**src/rtl/ac_motor_pkg.sv**
```systemverilog
// Shared constants and helpers for the SVPWM sequencer: switching vectors,
// FSM state encoding and the sector lookup.
package ac_motor_pkg;

    // Switch states are {u,v,w}; 1 means the high-side switch is commanded on.
    localparam logic [2:0] V0 = 3'b000;
    localparam logic [2:0] V1 = 3'b100;
    localparam logic [2:0] V2 = 3'b110;
    localparam logic [2:0] V3 = 3'b010;
    localparam logic [2:0] V4 = 3'b011;
    localparam logic [2:0] V5 = 3'b001;
    localparam logic [2:0] V6 = 3'b101;
    localparam logic [2:0] V7 = 3'b111;

    localparam logic [3:0] ST_IDLE  = 4'd0;
    localparam logic [3:0] ST_LATCH = 4'd1;
    localparam logic [3:0] ST_SEG0  = 4'd2;
    localparam logic [3:0] ST_SEG1  = 4'd3;
    localparam logic [3:0] ST_SEG2  = 4'd4;
    localparam logic [3:0] ST_SEG3  = 4'd5;
    localparam logic [3:0] ST_SEG4  = 4'd6;
    localparam logic [3:0] ST_SEG5  = 4'd7;
    localparam logic [3:0] ST_SEG6  = 4'd8;

    typedef struct packed {
        logic [2:0] vec_a;
        logic [2:0] vec_b;
        logic       a_uses_t2;
    } seg_pair_t;

    // Odd sectors swap A/B so that exactly one leg switches per boundary.
    // Invalid sectors map both active vectors to V0.
    function automatic seg_pair_t sector_lookup(input logic [2:0] sector);
        seg_pair_t p;
        p = '{vec_a: V0, vec_b: V0, a_uses_t2: 1'b0};
        case (sector)
            3'd0: p = '{vec_a: V1, vec_b: V2, a_uses_t2: 1'b0};
            3'd1: p = '{vec_a: V3, vec_b: V2, a_uses_t2: 1'b1};
            3'd2: p = '{vec_a: V3, vec_b: V4, a_uses_t2: 1'b0};
            3'd3: p = '{vec_a: V5, vec_b: V4, a_uses_t2: 1'b1};
            3'd4: p = '{vec_a: V5, vec_b: V6, a_uses_t2: 1'b0};
            3'd5: p = '{vec_a: V1, vec_b: V6, a_uses_t2: 1'b1};
            default: p = '{vec_a: V0, vec_b: V0, a_uses_t2: 1'b0};
        endcase
        return p;
    endfunction

endpackage

```
**src/rtl/ac_motor_dead_time.sv**
```systemverilog
// Per-phase dead-time insertion: the side being turned off drops at once,
// the side being turned on waits DEAD stable cycles of the command.
module ac_motor_dead_time #(
    parameter int DEAD = 8
) (
    input  logic clk,
    input  logic reset_n,
    input  logic i_en,
    input  logic i_cmd,
    output logic o_hi,
    output logic o_lo
);
    localparam int CW = (DEAD > 0) ? $clog2(DEAD + 1) : 1;
    localparam logic [CW-1:0] DEAD_C = CW'(DEAD);

    logic          r_run;
    logic          r_cmd_q;
    logic [CW-1:0] r_cnt;
    logic          w_changed;
    logic          w_settled;

    assign w_changed = (i_cmd != r_cmd_q);
    // r_cnt counts cycles the command has been stable since it last changed
    // (or since the phase started running), saturating at DEAD.
    assign w_settled = (DEAD == 0) ? 1'b1 : (!w_changed && (r_cnt == DEAD_C));

    always_ff @(posedge clk) begin
        if (!reset_n || !i_en) begin
            r_run   <= 1'b0;
            r_cmd_q <= 1'b0;
            r_cnt   <= '0;
        end else begin
            r_run   <= 1'b1;
            r_cmd_q <= i_cmd;
            if (!r_run) begin
                r_cnt <= '0;
            end else if (w_changed) begin
                r_cnt <= CW'(1);
            end else if (r_cnt != DEAD_C) begin
                r_cnt <= r_cnt + CW'(1);
            end
        end
    end

    assign o_hi = r_run & i_cmd & w_settled;
    assign o_lo = r_run & ~i_cmd & w_settled;

endmodule

```
**src/rtl/ac_motor_svpwm_sequencer.sv**
```systemverilog
// Symmetric 7-segment SVPWM sequencer: latches sector/vector times once per
// period, plays out the switching vectors and drives the six gates.
module ac_motor_svpwm_sequencer
    import ac_motor_pkg::*;
#(
    parameter int TW   = 15,
    parameter int DEAD = 8
) (
    input  logic          clk,
    input  logic          reset_n,
    input  logic          enable,
    input  logic [2:0]    sector,
    input  logic [TW-1:0] t0,
    input  logic [TW-1:0] t1,
    input  logic [TW-1:0] t2,
    input  logic [TW-1:0] t7,
    output logic          sample,
    output logic [2:0]    vector,
    output logic          gate_u_hi,
    output logic          gate_u_lo,
    output logic          gate_v_hi,
    output logic          gate_v_lo,
    output logic          gate_w_hi,
    output logic          gate_w_lo,
    output logic          fault,
    output logic [3:0]    state_dbg
);
    logic [3:0]    r_state;
    logic [2:0]    r_vector;
    logic          r_fault;
    logic [TW-1:0] r_cnt;
    logic [TW-1:0] r_t0, r_t1, r_t2, r_t7;
    seg_pair_t     r_pair;

    logic          w_latch;
    seg_pair_t     w_pair;
    logic [TW-1:0] w_t0, w_t1, w_t2, w_t7, w_ta, w_tb;
    logic [TW-1:0] w_dur [7];
    logic [2:0]    w_code [7];
    logic [2:0]    w_start;
    logic [2:0]    w_idx;
    logic          w_found;

    assign w_latch = (r_state == ST_LATCH);

    // During LATCH the segment table is fed straight from the inputs so the
    // first non-zero segment can be entered on the very next cycle.
    always_comb begin
        w_pair = w_latch ? sector_lookup(sector) : r_pair;
        w_t0   = w_latch ? t0 : r_t0;
        w_t1   = w_latch ? t1 : r_t1;
        w_t2   = w_latch ? t2 : r_t2;
        w_t7   = w_latch ? t7 : r_t7;
        w_ta   = w_pair.a_uses_t2 ? w_t2 : w_t1;
        w_tb   = w_pair.a_uses_t2 ? w_t1 : w_t2;
    end

    always_comb begin
        w_dur[0]  = w_t0 >> 1;
        w_dur[1]  = w_ta >> 1;
        w_dur[2]  = w_tb >> 1;
        w_dur[3]  = w_t7;
        w_dur[4]  = w_tb - (w_tb >> 1);
        w_dur[5]  = w_ta - (w_ta >> 1);
        w_dur[6]  = w_t0 - (w_t0 >> 1);
        w_code[0] = V0;
        w_code[1] = w_pair.vec_a;
        w_code[2] = w_pair.vec_b;
        w_code[3] = V7;
        w_code[4] = w_pair.vec_b;
        w_code[5] = w_pair.vec_a;
        w_code[6] = V0;
    end

    // Zero-length segments are skipped by searching forward for the next
    // non-zero one; a start index of 7 (after SEG6) finds nothing.
    always_comb begin
        w_start = w_latch ? 3'd0 : 3'(r_state - 4'd1);
        w_found = 1'b0;
        w_idx   = 3'd0;
        for (int k = 0; k < 7; k++) begin
            if (!w_found && (3'(k) >= w_start) && (w_dur[k] != '0)) begin
                w_found = 1'b1;
                w_idx   = 3'(k);
            end
        end
    end

    always_ff @(posedge clk) begin
        if (!reset_n) begin
            r_state  <= ST_IDLE;
            r_vector <= V0;
            r_fault  <= 1'b0;
            r_cnt    <= '0;
            r_t0     <= '0;
            r_t1     <= '0;
            r_t2     <= '0;
            r_t7     <= '0;
            r_pair   <= '0;
        end else if (!enable) begin
            r_state  <= ST_IDLE;
            r_vector <= V0;
            r_cnt    <= '0;
        end else begin
            if (w_latch) begin
                r_t0   <= t0;
                r_t1   <= t1;
                r_t2   <= t2;
                r_t7   <= t7;
                r_pair <= w_pair;
                if (sector > 3'd5) begin
                    r_fault <= 1'b1;
                end
            end
            if (r_state == ST_IDLE) begin
                r_state <= ST_LATCH;
            end else if (w_latch || (r_cnt == '0)) begin
                if (w_found) begin
                    r_state  <= ST_SEG0 + {1'b0, w_idx};
                    r_vector <= w_code[w_idx];
                    r_cnt    <= w_dur[w_idx] - TW'(1);
                end else begin
                    r_state <= ST_LATCH;
                end
            end else begin
                r_cnt <= r_cnt - TW'(1);
            end
        end
    end

    assign sample    = w_latch;
    assign vector    = r_vector;
    assign fault     = r_fault;
    assign state_dbg = r_state;

    ac_motor_dead_time #(.DEAD(DEAD)) u_dt_u (
        .clk(clk), .reset_n(reset_n), .i_en(enable), .i_cmd(r_vector[2]),
        .o_hi(gate_u_hi), .o_lo(gate_u_lo)
    );
    ac_motor_dead_time #(.DEAD(DEAD)) u_dt_v (
        .clk(clk), .reset_n(reset_n), .i_en(enable), .i_cmd(r_vector[1]),
        .o_hi(gate_v_hi), .o_lo(gate_v_lo)
    );
    ac_motor_dead_time #(.DEAD(DEAD)) u_dt_w (
        .clk(clk), .reset_n(reset_n), .i_en(enable), .i_cmd(r_vector[0]),
        .o_hi(gate_w_hi), .o_lo(gate_w_lo)
    );

endmodule

```
**config.mk**
```make
export PLATFORM = sky130hd
export DESIGN_NAME = ac_motor_svpwm_sequencer
export DESIGN_NICKNAME = d
export VERILOG_FILES = /design/src/rtl/ac_motor_pkg.sv /design/src/rtl/ac_motor_dead_time.sv /design/src/rtl/ac_motor_svpwm_sequencer.sv
export SDC_FILE = /design/constraint.sdc
export NUM_CORES = 1
export LEC_CHECK = 0
export CORE_UTILIZATION = 31
export DETAILED_ROUTE_END_ITERATION = 10
export GPL_ROUTABILITY_DRIVEN = 0
export SETUP_SLACK_MARGIN = 0.3
export SLEW_MARGIN = 20
export SYNTH_ARGS = -nofsm -noshare
export SYNTH_HDL_FRONTEND = slang
export SYNTH_SLANG_ARGS = --single-unit
```
**constraint.sdc**
```tcl
create_clock -name clk -period 17.6 [get_ports clk]
set_clock_uncertainty 0.05 [all_clocks]
set_input_delay 4.4 -clock clk [delete_from_list [all_inputs] [get_ports clk]]
set_output_delay 4.4 -clock clk [all_outputs]
set_load 0.02 [all_outputs]
```
After elaboration in Yosys (flattened, before gate mapping)
Index checks and enable logic that the tools add are counted.

Add/subtract/negate cells: 10. $lt $le $gt $ge: 9. Equality and inequality tests: 16. Mux-type cells: 40. Bitwise gates (word level): 20. Reductions and logical operators: 53.

Operators by type and width (number): $mux W15 (10); $reduce_bool A15 Y1 (7); $bmux W15 S3 (1); $sub A15 B14 Y15 (3); $pmux W7 S6 (1); $sub A15 B1 Y15 const B (2); $mux W3 (8); $mux W1 (17); $logic_and A1 B1 Y1 (16); $logic_not A15 Y1 (1); $add A4 B1 Y4 const B (3); $and A1 B1 Y1 (12); $eq A4 B4 Y1 const B (3); $ne A4 B4 Y1 const B (3); $reduce_or A3 Y1 (4); $logic_not A1 Y1 (11); $bmux W3 S3 (1); $ge A3 B3 Y1 const A (3); $reduce_bool A2 Y1 (4); $mux W7 (1); $not A1 Y1 (7); $eq A3 B2 Y1 const B (2); $eq A3 B3 Y1 const B (2); $ge A1 B3 Y1 const A (2); 17 further kinds (24).

Flip-flop bits (word level): 106. Input port bits: 66. Output and inout bits: 15.

Logic depth before layout (Yosys ltp)
Gate-level depths: netlist of the first run.

Depth in word-level cells: 36. Mapped depth: 35. Mapped depth without buffers: 30.

By module
From an unflattened synthesis of the first run, not the netlist that was laid out.

Cell total of the unflattened synthesis: 1388. Area, all modules: 10492.6 um^2.

By module, submodules not included: ac_motor_svpwm_sequencer (instances 1, cells an instance 1298, area an instance 9595.5 um^2, seq. area each 1801.7 um^2); ac_motor_dead_time (instances 3, cells an instance 30, area an instance 299.0 um^2, seq. area each 120.1 um^2).

Worst setup path before layout of the first run
OpenSTA, ideal clock, no wires.

Kind: input to register. From: input port sector[2]. To: register r_cnt[10]. Setup time: 86 ps. Arrival time: 11612 ps. Path slack: 5853 ps. Stages: 30. Path buffers: 4. Cells stage by stage: buf_2 -> a21boi_1 -> clkbuf_1 -> clkbuf_1 -> buf_1 -> mux2_2 -> a21oi_1 -> ha_1 -> inv_1 -> fa_1 -> a211o_1 -> a31oi_1 -> o21bai_1 -> xnor2_1 -> o2111ai_1 -> or4_4 -> o31a_4 -> o31ai_4 -> mux2i_1 -> nor3_1 -> o32ai_2 -> ha_1 -> inv_1 -> or3_1 -> o22ai_1 -> nand4_1 -> nor3_2 -> nand2_1 -> xnor2_1 -> a211oi_1.

Cells in the longest elaborated chain, start to end: 34.

RTL lines: from (decl) (line ac_motor_svpwm_sequencer.sv:12) `input logic [2:0] sector,`; $eq A3 B3 Y1, or another cell as far along (line ac_motor_pkg.sv:36) `case (sector)`; $pmux W7 S6 (*) (line ac_motor_pkg.sv:36); $mux W7 (*) (line ac_motor_svpwm_sequencer.sv:49) `w_pair = w_latch ? sector_lookup(sector) : r_pair;`; $mux W15 (line ac_motor_svpwm_sequencer.sv:54) `w_ta = w_pair.a_uses_t2 ? w_t2 : w_t1;`; $reduce_bool A15 Y1 (line ac_motor_svpwm_sequencer.sv:82) `if (!w_found && (3'(k) >= w_start) && (w_dur[k] != '0)) begin`; $logic_and A1 B1 Y1 (line ac_motor_svpwm_sequencer.sv:82); $mux W1 (line ac_motor_svpwm_sequencer.sv:82); $logic_not A1 Y1 (line ac_motor_svpwm_sequencer.sv:82); [... 16 more ...]; $logic_and A1 B1 Y1 (2 in a row) (line ac_motor_svpwm_sequencer.sv:82); $mux W3 (line ac_motor_svpwm_sequencer.sv:82); $not A3 Y4 (not written as such) (line ac_motor_svpwm_sequencer.sv:121) `r_cnt <= w_dur[w_idx] - TW'(1);`; $bmux W15 S3 (line ac_motor_svpwm_sequencer.sv:121); $mux W15 (not written as such) (2 in a row) (line ac_motor_svpwm_sequencer.sv:121); $sub A15 B1 Y15 (line ac_motor_svpwm_sequencer.sv:121); $mux W15 (line ac_motor_svpwm_sequencer.sv:118) `if (w_found) begin`; $mux W15 (line ac_motor_svpwm_sequencer.sv:117) `end else if (w_latch || (r_cnt == '0)) begin`; to (signal assigned) (line ac_motor_svpwm_sequencer.sv:121); to (signal assigned) (line ac_motor_svpwm_sequencer.sv:126) `r_cnt <= r_cnt - TW'(1);`; to (decl) (line ac_motor_svpwm_sequencer.sv:31) `logic [TW-1:0] r_cnt;`.

Mark *: on every way between the ends. The rest lies on a longest branch, timed or not. The select of a mux whose other input is x is not followed. A chain may end at the register's enable or synchronous reset.

Final worst setup path of the first run
From: input port sector[1]. To: register r_cnt[10].

Same word-level chain as after synthesis.

==> run summary, run 1 <==
Status: completed
FFs w/ async S/R, synth: 0%
Fmax: 0.0852 GHz
Buffers inserted by post-CTS timing repair: 0
Routed WL per cell: 18.4 um
FP Rows: 66
Register bit total from synthesis: 106
RR Startpoint: state_dbg[1]
I/O pins: 81
Top FF cell, synth: dfxtp_1
Fill cells: 3443
Commonest non-fill, non-tap cell in the layout: nand2_1
Syn avg cell area: 7.48 um^2
Crit Path Class: input port to flip-flop
RSZ-0062 raised after global routing: false
Worst Hold Class: flip-flop to flip-flop
Largest net degree at the start of global routing: 73
Die X-Extent: 183 um
DP Worst Slack: 5.54 ns
Most frequent cells in the layout: nand2_1, dfxtp_1, a21oi_1
CTS tree: built
H-tree depth: 3
Core area: 32500 um^2
Drt pass-1 iters: 5
Synth Area in XOR/XNOR: 4.81%
Worst hold slack: 0.415 ns
Synth Area in Adders: 9.79%
Met2 Wirelength: 15100 um
Reg2reg end: r_cnt[10]
Max transition margin: 38.3%
Compound-Gate Fraction of Synth Area: 26.5%
Sequential fraction of the synthesis area: 20.8%
Worst-path fanout max: 31
Worst path required time: 17.84 ns
Die ar.: 33600 um^2
R2r setup slk: 8.87 ns
Vias per cell: 5.49
GRT Total Usage: 20.4%
Routed met3 length: 2590 um
Final setup viols: 0
Slowest cell delay on critical path: 0.63 ns
Reg area: 2120 um^2
Setup TNS: 0 ns
PortBufs: 80
Top Metal Used: met4
Hold Buf Count CTS: 0
Hold Path Sink: r_t0[11]
Tmin final: 11.74 ns
Final WS setup: 5.86 ns
CTS Buffer Depth: 2
Area of the multi-input gates: 7510 um^2
Critical Path Source Type: input port
Metal-1 WL: 15500 um
Total number of vias: 10100
Residual DRC: 0
CTS root buf: clkbuf_16
Fin. max-slew vios: 0
Initial core utilization: 31.4%
Wire length of the first global-routing pass: 53500 um
Non-Filler Instances: 1844
Fin nets: 1541
Hold depth: 2
P&R area growth vs syn: 14.6%
Final hold vios: 0
Largest family of logic cells by synthesized area: compound AO/OA/AOI/OAI gates
Max-cap violations: 0
Crit path max-delay family: compound AO/OA/AOI/OAI gates
CTS-repair resized insts: 0
# clock sinks: 106
Critical Path End Type: flip-flop
Vias in the first global route: 9547
HP Start: r_t0[11]
Placed Cells: 1828
Cts bufs inserted: 9
Die Y: 183 um
Synthesized instance count: 1364
Total wire length: 34000 um
ANT cells: 0
Synth Cell Area: 10200 um^2
Initial DRC Count: 1046
Antenna violations before repair: 0
Layout cells sized above 1: 6.92%
Ys Warns: 0
Clock transition at the registers of the reported paths: 0.08 ns
Netlist cell types: 93
DP HPWL: 26400 um
Post-synthesis mux area share: 7.91%
Simple-gate share of the synthesized area: 24.4%
Slowest-stage cell, CP: clkdlybuf4s50_1
EDFF count, synth: 0
Clk_lat worst skew: 0.38 ns
Crit share post-route: 66.7%
Gr ovfl total: 0
Syn_nets: 1508
Critical Path AT: 11.98 ns
Worst slew pin tran: 0.925 ns
R2R cell count: 29
Worst Path Buf+Inv: 4
Post-DRT Antenna Nets: 0
## how the worst max path moves through the flow
stage,from,cells past startpoint,slack [ns],end
floorplan,sector[2],30,5.85,r_cnt[10]
global placement,sector[1],27,5.62,r_cnt[10]
detailed placement,sector[1],27,5.54,r_cnt[10]
CTS,sector[1],27,5.92,r_cnt[10]
global route,sector[1],27,5.38,r_cnt[10]
finish,sector[1],27,5.86,r_cnt[10]
## cells in the mapped netlist (7+ instances only)
master	count	area share, %
clkbuf_1	52	1.9
a21boi_0	64	4.7
a21oi_1	96	4.7
nand3_1	27	1.3
o211a_1	7	0.69
nand2b_1	18	1.1
nor2b_1	29	1.8
o21ai_1	7	0.34
and2_1	8	0.49
o21ai_0	37	1.8
nor4_1	14	0.86
o211ai_1	13	0.96
buf_1	9	0.33
ha_1	75	9.2
nor2_1	94	3.5
nor3_1	23	1.1
inv_1	68	2.5
a31oi_1	11	0.67
xor2_1	14	1.2
mux2_2	21	2.3
xnor2_1	42	3.6
o21bai_1	9	0.66
mux2i_1	57	5.6
or2_2	7	0.43
and3_1	9	0.55
nand2_1	227	8.4
dfxtp_1	106	21
a21o_1	9	0.66
o21a_1	12	0.88
nand3b_1	9	0.66
nand4_1	15	0.92
or3_1	11	0.67
a211oi_1	32	2.4
## metal layers
metal	GRT usage, %	vias up
met3	4.42	44
met4	5.83	0
met5	0	-
met1	27.6	4753
met2	32.3	378
li1	-	4949
## cell families (layout without fill, tap and decap cells)
kind of cell               count (synthesis)  count (layout)
AOI/OAI and AO/OA                        382             382
muxes                                     78              78
buffers and inverters                    145             183
DFF                                      106             106
adders and majority gates                 78              78
xor gates and xnor gates                  56              56
and+or+nand+nor                          519             519
## sequential cells by signal (all words and copies together) (netlist names)
name and cells:
vector 3, u_dt_w.r_cnt 4, u_dt_v.r_cmd_q 1, r_t1 15, r_cnt 15, r_t2 15, fault 1, u_dt_w.r_cmd_q 1
r_pair 7, u_dt_u.r_cnt 4, u_dt_u.r_cmd_q 1, u_dt_v.r_run 1, r_t7 15, r_t0 15, u_dt_v.r_cnt 4, state_dbg 4
## worst reg2reg max path, delay by kind of cell (launching register included)
kind            cells  cell delay [ns]
compound gates      9             2.91
buf+inv             6             1.96
simple gates        9             1.95
fa+ha+maj           3             0.86
flops               1             0.41
mux                 1             0.34
xor+xnor            1             0.14
## through the flow
step	util [%]	cell area (um^2)
final	36.0	11700
after global routing	36.0	11700
after CTS	36.0	11700
after detailed placement	35.0	11400
after global placement	35.0	11400
after floorplan	-	10200
## layout make-up
cell class,count,share of cell area (%)
Sequential cell,106,18.2
Clock buffer,9,1.93
Multi-Input combinational cell,1113,64.3
Timing Repair Buffer,96,7.83
Tap cell,442,4.73
Inverter,71,2.29
Clock inverter,7,0.803
Power of run 1 is not shown: default switching activity piles up to over one toggle a cycle in this logic, so the estimate is an artifact.
==> inputs of run 2 (changes only) <==
clock period = 12.2 ns   (was 17.6 ns; I/O delays follow)
==> run summary, run 2 (synthesized netlist as in run 1, its figures left out) <==
Worst Hold Class: flip-flop to flip-flop
Gr ovfl total: 0 (unchanged)
Max transition margin: 34.1% (-4.2 points)
Worst slew pin tran: 0.986 ns (+0.0610 ns)
R2R cell count: 30 (+3.4%)
Total wire length: 33700 um (-0.86%)
Fmax: 0.0949 GHz
Final setup viols: 0 (unchanged)
DP HPWL: 26200 um (-0.91%)
Status: completed
Crit share post-route: 86.3%
CTS Buffer Depth: 2 (unchanged)
Die Y: 183 um (unchanged)
Wire length of the first global-routing pass: 53400 um (about the same)
Placed Cells: 1831 (+0.16%)
Initial DRC Count: 911 (-13%)
Tmin final: 10.53 ns
Worst hold slack: 0.417 ns (+0.00170 ns)
GRT Total Usage: 20.2% (-0.15 points)
Core area: 32500 um^2 (unchanged)
Die ar.: 33600 um^2 (unchanged)
Critical Path Source Type: input port
Hold depth: 2 (unchanged)
Metal-1 WL: 15600 um (+0.41%)
Most frequent cells in the layout: nand2_1, dfxtp_1, a21oi_1
Slowest-stage cell, CP: a21boi_4
I/O pins: 81 (unchanged)
CTS tree: built
PortBufs: 80 (unchanged)
Vias per cell: 5.49 (about the same)
H-tree depth: 3 (unchanged)
Setup TNS: 0 ns (unchanged)
Layout cells sized above 1: 7.12% (+0.20 points)
Cts bufs inserted: 9 (unchanged)
Vias in the first global route: 9536 (-0.12%)
Commonest non-fill, non-tap cell in the layout: nand2_1
Hold Buf Count CTS: 0 (unchanged)
Slowest cell delay on critical path: 0.69 ns (+0.06 ns)
Routed WL per cell: 18.2 um (-1.0%)
Worst path required time: 12.43 ns (-5.41 ns)
RSZ-0062 raised after global routing: false
Crit Path Class: input port to flip-flop
Post-DRT Antenna Nets: 0 (unchanged)
Non-Filler Instances: 1847 (+0.16%)
Met2 Wirelength: 14800 um (-1.8%)
Critical Path End Type: flip-flop
Fin. max-slew vios: 0 (unchanged)
Total number of vias: 10100 (+0.14%)
Routed met3 length: 2420 um (-6.3%)
Clock transition at the registers of the reported paths: 0.08 ns (about the same)
Drt pass-1 iters: 9 (+4)
Fin nets: 1544 (+0.19%)
ANT cells: 0 (unchanged)
CTS root buf: clkbuf_16
Buffers inserted by post-CTS timing repair: 0 (unchanged)
Die X-Extent: 183 um (unchanged)
Final hold vios: 0 (unchanged)
Clk_lat worst skew: 0.36 ns (-0.02 ns)
Worst-path fanout max: 18 (-42%)
FP Rows: 66 (unchanged)
Critical Path AT: 10.76 ns (-1.22 ns)
Top Metal Used: met4
Max-cap violations: 0 (unchanged)
Residual DRC: 0 (unchanged)
# clock sinks: 106 (unchanged)
Largest net degree at the start of global routing: 73 (unchanged)
Antenna violations before repair: 0 (unchanged)
Initial core utilization: 31.4% (unchanged)
P&R area growth vs syn: 14.6% (about the same)
CTS-repair resized insts: 0 (unchanged)
## run 2: changes by cell type in the layout (fill, tap and decap cells not counted)
| cell | change |
|---|---|
| buf_4 | +3 |
| inv_8 | -1 |
| clkinv_2 | +1 |
| clkinv_8 | -3 |
| clkbuf_8 | +1 |
| inv_6 | +2 |
## run 2: metrics by stage
| step | utilization (%) | instance area (um^2) | worst slack [ns] |
|---|---|---|---|
| floorplan | - | 10200 | 1.80 |
| global placement | 35.1 | 11400 | 1.55 |
| detailed placement | 35.1 | 11400 | 1.41 |
| CTS | 36.0 | 11700 | 1.78 |
| global route | 36.0 | 11700 | 0.943 |
| finish | 36.0 | 11700 | 1.67 |
## run 2: layer usage
layer | track usage, % | vias up
met5 | 0 | -
met4 | 5.53 | 0
met3 | 4.91 | 57
met2 | 31.7 | 340
met1 | 27.4 | 4784
li1 | - | 4957
## run 2: layout make-up
type | count | area, um^2
Inverter | 71 | 268
Clock inverter | 6 | 56.3
Clock buffer | 10 | 239
Tap cell | 442 | 553
Multi-Input combinational cell | 1113 | 7510
Fill cell | 3415 | 20800
Sequential cell | 106 | 2120
Timing Repair Buffer | 99 | 938
## run 2: worst paths after layout
| kind | to | startpoint | slack [ns] |
|---|---|---|---|
| setup / recovery | r_cnt[10] | sector[1] | 1.67 |
| setup reg to reg | r_cnt[10] | state_dbg[0] | 3.87 |
| hold / removal | r_t0[7] | r_t0[7] | 0.42 |
| hold reg to reg | r_t0[7] | r_t0[7] | 0.42 |
## run 2: worst max-delay path: cells and delay by family
kind                     cells  cell delay (ns)
AO/OA/AOI/OAI               11             3.54
AND/OR/NAND/NOR              6             1.63
buffers and inverters        3             0.79
multiplexers                 2             0.69
adder cells (fa/ha/maj)      2             0.68
XOR/XNOR                     2             0.36
Power of run 2 is left out for the same reason.
